File: src/rtl/addsub_pkg.sv
// Shared encodings for the digit-serial adder/subtractor.
package addsub_pkg;
  typedef enum logic [1:0] {
    ST_IDLE = 2'd0,
    ST_RUN  = 2'd1,
    ST_DONE = 2'd2
  } state_t;

  localparam logic MODE_ADD = 1'b0;
  localparam logic MODE_SUB = 1'b1;
endpackage

File: src/rtl/addsub_slice.sv
// Combinational DIGIT-bit ripple of 1-bit add/sub cells.
// The chain bit is a carry in add mode and a borrow in sub mode.
module addsub_slice
  import addsub_pkg::*;
#(
  parameter int DIGIT = 2
) (
  input  logic [DIGIT-1:0] x,
  input  logic [DIGIT-1:0] y,
  input  logic             chain_in,
  input  logic             mode,
  output logic [DIGIT-1:0] s,
  output logic             chain_out
);
  logic w_c;

  // Ripple the chain bit LSB to MSB through the digit.
  always_comb begin
    w_c = chain_in;
    s   = '0;
    for (int i = 0; i < DIGIT; i++) begin
      s[i] = x[i] ^ y[i] ^ w_c;
      if (mode == MODE_SUB)
        w_c = (~x[i] & y[i]) | (~x[i] & w_c) | (y[i] & w_c);
      else
        w_c = (x[i] & y[i]) | ((x[i] ^ y[i]) & w_c);
    end
    chain_out = w_c;
  end
endmodule

File: src/rtl/seq_addsub.sv
// Digit-serial adder/subtractor: DIGIT bits per cycle, start/done handshake.
module seq_addsub
  import addsub_pkg::*;
#(
  parameter int WIDTH = 8,
  parameter int DIGIT = 2
) (
  input  logic             clk,
  input  logic             rst_n,
  input  logic             start,
  input  logic             mode,
  input  logic [WIDTH-1:0] a,
  input  logic [WIDTH-1:0] b,
  input  logic             cin,
  output logic             busy,
  output logic             done,
  output logic [WIDTH-1:0] result,
  output logic             cout,
  output logic             ovf,
  output logic             zero
);
  localparam int N  = WIDTH / DIGIT;
  localparam int CW = (N > 1) ? $clog2(N) : 1;
  localparam logic [CW-1:0] LAST = CW'(N - 1);

  state_t           r_state, w_state_nxt;
  logic [WIDTH-1:0] r_a, r_b, r_acc, w_acc_nxt, r_result;
  logic             r_mode, r_chain, r_cout, r_ovf, r_zero;
  logic [CW-1:0]    r_cnt;
  logic [DIGIT-1:0] w_x, w_y, w_s;
  logic             w_chain_out, w_last, w_ovf;

  addsub_slice #(.DIGIT(DIGIT)) u_slice (
    .x        (w_x),
    .y        (w_y),
    .chain_in (r_chain),
    .mode     (r_mode),
    .s        (w_s),
    .chain_out(w_chain_out)
  );

  // Select the current digit and merge the slice output into the partial result.
  always_comb begin
    w_x       = r_a[r_cnt*DIGIT +: DIGIT];
    w_y       = r_b[r_cnt*DIGIT +: DIGIT];
    w_acc_nxt = r_acc;
    w_acc_nxt[r_cnt*DIGIT +: DIGIT] = w_s;
    w_last    = (r_cnt == LAST);
    if (r_mode == MODE_SUB)
      w_ovf = (r_a[WIDTH-1] != r_b[WIDTH-1]) && (w_acc_nxt[WIDTH-1] != r_a[WIDTH-1]);
    else
      w_ovf = (r_a[WIDTH-1] == r_b[WIDTH-1]) && (w_acc_nxt[WIDTH-1] != r_a[WIDTH-1]);
  end

  // Next-state logic: IDLE -> RUN on start, RUN -> DONE on last digit, DONE -> IDLE.
  always_comb begin
    w_state_nxt = r_state;
    case (r_state)
      ST_IDLE: if (start)  w_state_nxt = ST_RUN;
      ST_RUN:  if (w_last) w_state_nxt = ST_DONE;
      ST_DONE: w_state_nxt = ST_IDLE;
      default: w_state_nxt = ST_IDLE;
    endcase
  end

  // State register.
  always_ff @(posedge clk or negedge rst_n) begin
    if (!rst_n) r_state <= ST_IDLE;
    else        r_state <= w_state_nxt;
  end

  // Operand capture, digit stepping and result/flag commit.
  always_ff @(posedge clk or negedge rst_n) begin
    if (!rst_n) begin
      r_a      <= '0;
      r_b      <= '0;
      r_acc    <= '0;
      r_mode   <= MODE_ADD;
      r_chain  <= 1'b0;
      r_cnt    <= '0;
      r_result <= '0;
      r_cout   <= 1'b0;
      r_ovf    <= 1'b0;
      r_zero   <= 1'b0;
    end else begin
      case (r_state)
        ST_IDLE: begin
          if (start) begin
            r_a     <= a;
            r_b     <= b;
            r_mode  <= mode;
            r_chain <= cin;
            r_cnt   <= '0;
            r_acc   <= '0;
          end
        end
        ST_RUN: begin
          r_acc   <= w_acc_nxt;
          r_chain <= w_chain_out;
          if (w_last) begin
            r_result <= w_acc_nxt;
            r_cout   <= w_chain_out;
            r_ovf    <= w_ovf;
            r_zero   <= (w_acc_nxt == '0);
          end else begin
            r_cnt <= r_cnt + 1'b1;
          end
        end
        default: ;
      endcase
    end
  end

  assign busy   = (r_state != ST_IDLE);
  assign done   = (r_state == ST_DONE);
  assign result = r_result;
  assign cout   = r_cout;
  assign ovf    = r_ovf;
  assign zero   = r_zero;
endmodule

File: config.mk
export PLATFORM = sky130hd
export DESIGN_NAME = seq_addsub
export DESIGN_NICKNAME = d
export VERILOG_FILES = /design/src/rtl/addsub_pkg.sv /design/src/rtl/addsub_slice.sv /design/src/rtl/seq_addsub.sv
export SDC_FILE = /design/constraint.sdc
export NUM_CORES = 1
export LEC_CHECK = 0
export CELL_PAD_IN_SITES_DETAIL_PLACEMENT = 1
export CELL_PAD_IN_SITES_GLOBAL_PLACEMENT = 1
export CORE_MARGIN = 8
export CORE_UTILIZATION = 42
export DETAILED_ROUTE_END_ITERATION = 6
export GPL_TIMING_DRIVEN = 1
export HOLD_SLACK_MARGIN = 0.12
export PLACE_DENSITY = 0.82
export SETUP_SLACK_MARGIN = 0.4
export SLEW_MARGIN = 20
export SYNTH_ARGS = -nofsm -noshare
export SYNTH_HDL_FRONTEND = slang
export SYNTH_SLANG_ARGS = --single-unit
File: constraint.sdc
create_clock -name clk -period 3.5 [get_ports clk]
set_clock_uncertainty 0.05 [all_clocks]
set_input_delay 0.525 -clock clk [delete_from_list [all_inputs] [get_ports clk]]
set_output_delay 0.525 -clock clk [all_outputs]
set_load 0.01 [all_outputs]
[Word-level counts from Yosys, hierarchy flattened]
Index checks and enable logic that the tools add are counted.
Word-level totals
  register bits: 41
  input port bits: 21
  output and inout bits: 13
  logic and storage cells: 73
Cells by class
  add/subtract/negate cells: 2
  equality and inequality tests: 9
  shift operators: 4
  multiplexer cells: 14
  bitwise operators: 22
  reduce and logical (&&, ||, !) cells: 11
Operators with widths (number)
  negator 3 -> 34 bit: 1
  variable shift 2 x 34 -> 8 bit (first input constant): 1
  indexed part select 2 x 34 -> 8 bit: 1
  one-hot mux 8 bit (2 select lines): 1
  indexed part select 8 x 4 -> 2 bit: 2
  AND 1 bit: 10
  bitwise mux 8 bit: 1
  zero test 8 bit: 1
  2-to-1 mux 2 bit: 4
  2-to-1 mux 8 bit: 1
  one-hot mux 2 bit (2 select lines): 2
  AND reduction 2 bit: 4
  != test 2 bit (second input constant): 3
  OR 1 bit: 6
  == test 2 bit (second input constant): 2
  2-to-1 mux 1 bit: 4
  nonzero test 2 bit: 2
  bitwise XOR 1 bit: 4
  AND reduction 3 bit: 1
  adder 2 x 1 -> 2 bit (second input constant): 1
  == test 2 x 1 -> 1 bit (second input constant): 1
  logical AND 1 bit: 2
  zero test 2 bit: 1
  != test 1 bit: 2
  other kinds (3): 4

[Longest topological paths before layout]
  depth after elaboration: 12
  gate-level depth with buffers: 10
  mapped depth without buffers: 9

[By module]
A second synthesis with hierarchy kept.
Unflattened totals
  cell total of the unflattened synthesis: 174
  area total of the unflattened synthesis: 2100.8 um^2
Modules (own cells, without submodules)
  seq_addsub: times used 1, cells an instance 162, area an instance 1973.1 um^2, seq. area each 1026.0 um^2
  addsub_slice: times used 1, cells an instance 12, area an instance 127.6 um^2, seq. area each 0.0 um^2

[Least setup slack after synthesis]
OpenSTA, ideal clock, no wires.
  path type: register to register
  from: register r_cnt[0]
  to: register r_ovf, in the netlist ovf
  library setup time: 0.077 ns
  arrival: 2.969 ns
  required time: 3.373 ns
  path slack: 0.403 ns
  stages on the path, launching flop included: 10
  path buffers: 1
  period minus slack after synthesis: 3.097 ns
  path through: dfrtp_1 > buf_4 > mux4_2 > fa_1 > mux2_2 > fa_1 > nor2_1 > a31oi_1 > or3_1 > a21oi_1
Between the ends
  cells in the longest elaborated chain, start to end: 12
  elaborated cells between the ends (all ways): 26
  those cells by class: 1 x add/sub; 2 x eq/ne; 4 x shift; 3 x mux; 13 x bitwise; 3 x reduce/logical
Ends and longest elaborated chain
  start, declared: line seq_addsub.sv:29  | logic [CW-1:0] r_cnt;
  start signal, assigned: line seq_addsub.sv:106  | r_cnt <= r_cnt + 1'b1;
  indexed part select 8 x 4 -> 2 bit: line seq_addsub.sv:44  | w_x = r_a[r_cnt*DIGIT +: DIGIT];
  inverter 1 bit: line addsub_slice.sv:24  | w_c = (~x[i] & y[i]) | (~x[i] & w_c) | (y[i] & w_c);
  AND 1 bit: line addsub_slice.sv:24
  OR 1 bit (2 in series): line addsub_slice.sv:24
  2-to-1 mux 1 bit: line addsub_slice.sv:23  | if (mode == MODE_SUB)
  bitwise XOR 1 bit: line addsub_slice.sv:22  | s[i] = x[i] ^ y[i] ^ w_c;
  indexed part select 2 x 34 -> 8 bit: line seq_addsub.sv:47  | w_acc_nxt[r_cnt*DIGIT +: DIGIT] = w_s;
  bitwise mux 8 bit: line seq_addsub.sv:47
  != test 1 bit: line seq_addsub.sv:50, seq_addsub.sv:52
  logical AND 1 bit, on equally long branches: line seq_addsub.sv:52, seq_addsub.sv:50
  2-to-1 mux 1 bit: line seq_addsub.sv:49  | if (r_mode == MODE_SUB)
  end signal, assigned: line seq_addsub.sv:103  | r_ovf <= w_ovf;
  end, declared: line seq_addsub.sv:28  | logic r_mode, r_chain, r_cout, r_ovf, r_zero;
Several ways; a longest one is shown, not always the timed one.
A chain may end at the register's enable or synchronous reset.

[Worst setup path in the final report]
  from: register r_cnt[0]
  to: register r_acc[3]
Between the ends
  cells in the longest elaborated chain, start to end: 10
  elaborated cells between the ends (all ways): 21
  those cells by class: 1 x add/sub; 4 x shift; 3 x mux; 13 x bitwise
Ends and longest elaborated chain
  indexed part select 8 x 4 -> 2 bit: line seq_addsub.sv:44
  inverter 1 bit: line addsub_slice.sv:24
  AND 1 bit: line addsub_slice.sv:24
  OR 1 bit (2 in series): line addsub_slice.sv:24
  2-to-1 mux 1 bit: line addsub_slice.sv:23
  bitwise XOR 1 bit: line addsub_slice.sv:22
  indexed part select 2 x 34 -> 8 bit: line seq_addsub.sv:47
  bitwise mux 8 bit (*): line seq_addsub.sv:47
  one-hot mux 8 bit (2 select lines) (*): line seq_addsub.sv:86  | case (r_state)
  end signal, assigned: line seq_addsub.sv:98  | r_acc <= w_acc_nxt;
  end, declared: line seq_addsub.sv:27  | logic [WIDTH-1:0] r_a, r_b, r_acc, w_acc_nxt, r_result;
Mark *: on every way between the ends. The rest lies on a longest branch, timed or not.

==> summary.txt <==
Timing
  – RSZ-0062 raised after global routing: true
  – Tcrit/Tclk final: 86.2%
  – Slew at the pin with the worst max-slew slack: 0.906 ns
  – Worst hold slack: 0.301 ns
  – Period minus WS final: 3.02 ns
  – Rel. slew slack: 39.6%
  – Highest Clock Rate: 331 MHz
  – Setup TNS: 0 ns
  – Setup violators final: 0
  – Final hold viol count: 0
  – Slew Viols, Final: 0

Final layout
  – P&R area growth vs syn: 25.8%
  – Fin nets: 243
  – Ratio of cells with drive above 1 in the final layout: 25.0%
  – Antenna cells: 0

Yosys
  – Synth Flop Type: dfrtp_1
  – Synth Instances: 173
  – Post-synth net total: 204
  – Fraction of registers with async set/reset: 100%
  – Post-synth EDFFs: 0
  – Synth Register Bits: 41
  – Avg Cell Area, Syn: 12.1 um^2
  – Post-synthesis sequential area ratio: 49.2%
  – Unique cell type count in the Yosys netlist: 34
  – Synth Warn #: 0
  – Mapped Area: 2090 um^2

Floorplan
  – Die Y: 86.5 um
  – Starting Density: 43.9%
  – Die area: 7480 um^2
  – I/O pin cnt: 34
  – Rows: 25
  – Core area: 4750 um^2
  – Die W: 86.5 um

Global route
  – GRT met3 Usage: 4.06%
  – GR Util met1: 15.8%
  – Vias in the first global route: 1691
  – GR peak layer: met2
  – First-pass GRT wire length: 8.34 mm
  – GR Layer Usage met2: 24.8%
  – Grt total ovfl: 0
  – Initial antenna violation count: 0
  – GRT Overall Usage: 14.0%
  – Largest net degree at the start of global routing: 42

Clock tree
  – Clk sinks: 41
  – CTS max path bufs: 2
  – CTS tree: yes
  – CTS Hold Buffers Added: 0
  – CTS H-Tree Depth: 2
  – Skew-Pair Late Insertion Delay: 0.29 ns
  – Root buffer cell: clkbuf_8
  – Clk pin slew, worst setup/hold paths: 0.07 ns
  – Num CTS Buffers: 5

Worst setup path
  – Critical Path Sink: r_acc[3]
  – R2R Setup Slk: 0.48 ns
  – CP peak stage delay: 0.62 ns
  – CP Class: reg -> reg
  – Crit-path most repeated cell: fa_2
  – Worst endpoint data arrival time: 3.11 ns
  – Cell family with most CP delay: adder cells
  – Critical-path maximum fanout: 4
  – Stages on worst setup path: 8
  – Cell breakdown of the critical path: mux4_2 > fa_2 > mux2_4 > fa_2 > nor2_4 > buf_4 > a41oi_2 > o22ai_1
  – WP data required: 3.59 ns
  – Crit. End Element: flip-flop
  – R2R depth: 8
  – Critical R2R Launch: r_cnt[0]
  – Reg-to-reg endpoint: r_acc[3]
  – CP Launch Type: flip-flop
  – CP max stage cell: fa_2
  – Crit. Startpoint: r_cnt[0]
  – Buf/Inv on CP: 1

Route
  – DRT antenna net count: 0
  – Initial drt markers: 67
  – Wire length per cell: 17.1 um
  – Drt first pass iters: 4
  – DRC violations left: 0
  – Vias per inst: 5.28
  – Vias: 1473
  – DRT Wirelength: 4.78 mm

Hold path
  – Worst Hold Class: in -> async

Power
  – Leak: 1.11 nW
  – Overall power: 2.76 mW
  – Peak supply drop: 0.000386 V
  – Pwr per Cell Area: 1050 nW/um^2

Place
  – Number of port buffers: 33
  – DP HPWL: 3.61 mm
  – GP Congestion: 0.907

Outcome
  – Status: completed

Job
  – Maxcap violations: 0
## cell usage in the layout (no fill, tap or decap), types with 6 or more instances in the layout
cell type,count
clkdlybuf4s50_1,32
inv_1,7
buf_4,6
nand2_1,15
mux2_2,18
o21ai_0,9
ha_1,6
o22ai_1,9
clkbuf_8,6
nor2b_1,8
nor2_1,9
dfrtp_1,39
## cell usage after synthesis (4+ instances only)
cell type / number / area share, %
mux2_2: 19 / 10
nand2_1: 15 / 2.7
a31oi_1: 5 / 1.5
ha_1: 6 / 3.6
dfrtp_1: 41 / 49
fa_1: 4 / 3.8
nor2b_1: 8 / 2.4
o21ai_0: 9 / 2.2
nor2_1: 10 / 1.8
mux2i_1: 4 / 1.9
mux4_2: 4 / 4.3
o22ai_1: 9 / 2.7
inv_1: 7 / 1.3
## layout make-up
cell class                      count  area, um^2
Inverter                            7        26.3
Multi-Input combinational cell    118        1030
Clock buffer                        7        86.3
Timing Repair Buffer               39         370
Sequential cell                    41        1030
Tap cell                           67        83.8
Fill cell                         514        2130
## flip-flops by register name, summed over array words and instances (netlist names)
| name | flops |
|---|---|
| r_a | 8 |
| r_acc | 8 |
| r_b | 8 |
| result | 8 |
| r_cnt | 2 |
| r_state | 2 |
| cout | 1 |
| ovf | 1 |
| r_chain | 1 |
| r_mode | 1 |
| zero | 1 |
## cells by family (layout without fill, tap and decap cells)
group,after synthesis,in the layout,share of synthesized area [%]
adders and majority gates,10,10,7.43
AOI/OAI and AO/OA,33,33,10.6
and+or+nand+nor,47,47,11.9
muxes,27,27,16.5
buffers and inverters,14,53,3.96
xor gates and xnor gates,1,1,0.420
DFF,41,41,49.2
## where the power goes
group	leakage, nW	switching (mW)	internal [mW]
clock	0.0443	0.150	0.156
combinational	0.549	0.812	0.775
sequential	0.517	0.177	0.688
total	1.11	1.14	1.62
## routing by layer
metal  up-vias  wire, um
li1        689         -
met1       750      2060
met2        29      2420
met3         5       243
met4         0        51
met5         -         0
## worst min path at each step
stage / end / slack (ns) / cells past startpoint
floorplan: cout / 0.18 / 0
global placement: result[3] / 0.41 / 2
detailed placement: result[4] / 0.42 / 2
CTS: result[0] / 0.34 / 1
global route: result[0] / 0.40 / 1
finish: result[0] / 0.30 / 1
## worst reg2reg max path, stage by stage (launching register included)
cell     delay [ns]
dfrtp_2        0.41
mux4_2         0.55
fa_2           0.36
mux2_4         0.31
fa_2           0.62
nor2_4         0.06
buf_4          0.15
a41oi_2        0.24
o22ai_1        0.12
## metrics by stage
stage | std cells | util [%] | area [um^2] | setup WS, ns
floorplan | 173 | - | 2090 | 0.403
global placement | 268 | 51.6 | 2450 | 0.378
detailed placement | 268 | 51.6 | 2450 | 0.176
CTS | 278 | 54.6 | 2590 | 0.421
global route | 279 | 55.2 | 2630 | 0.394
finish | 279 | 55.2 | 2630 | 0.483
## what timing repair did
item	in CTS	in global routing
setup endpoints to repair	1	5
buffers inserted	3	1
pin swaps	3	0
cloned	0	0
gates resized for setup	8	5
Note: power is estimated with default switching activity, not from simulation.
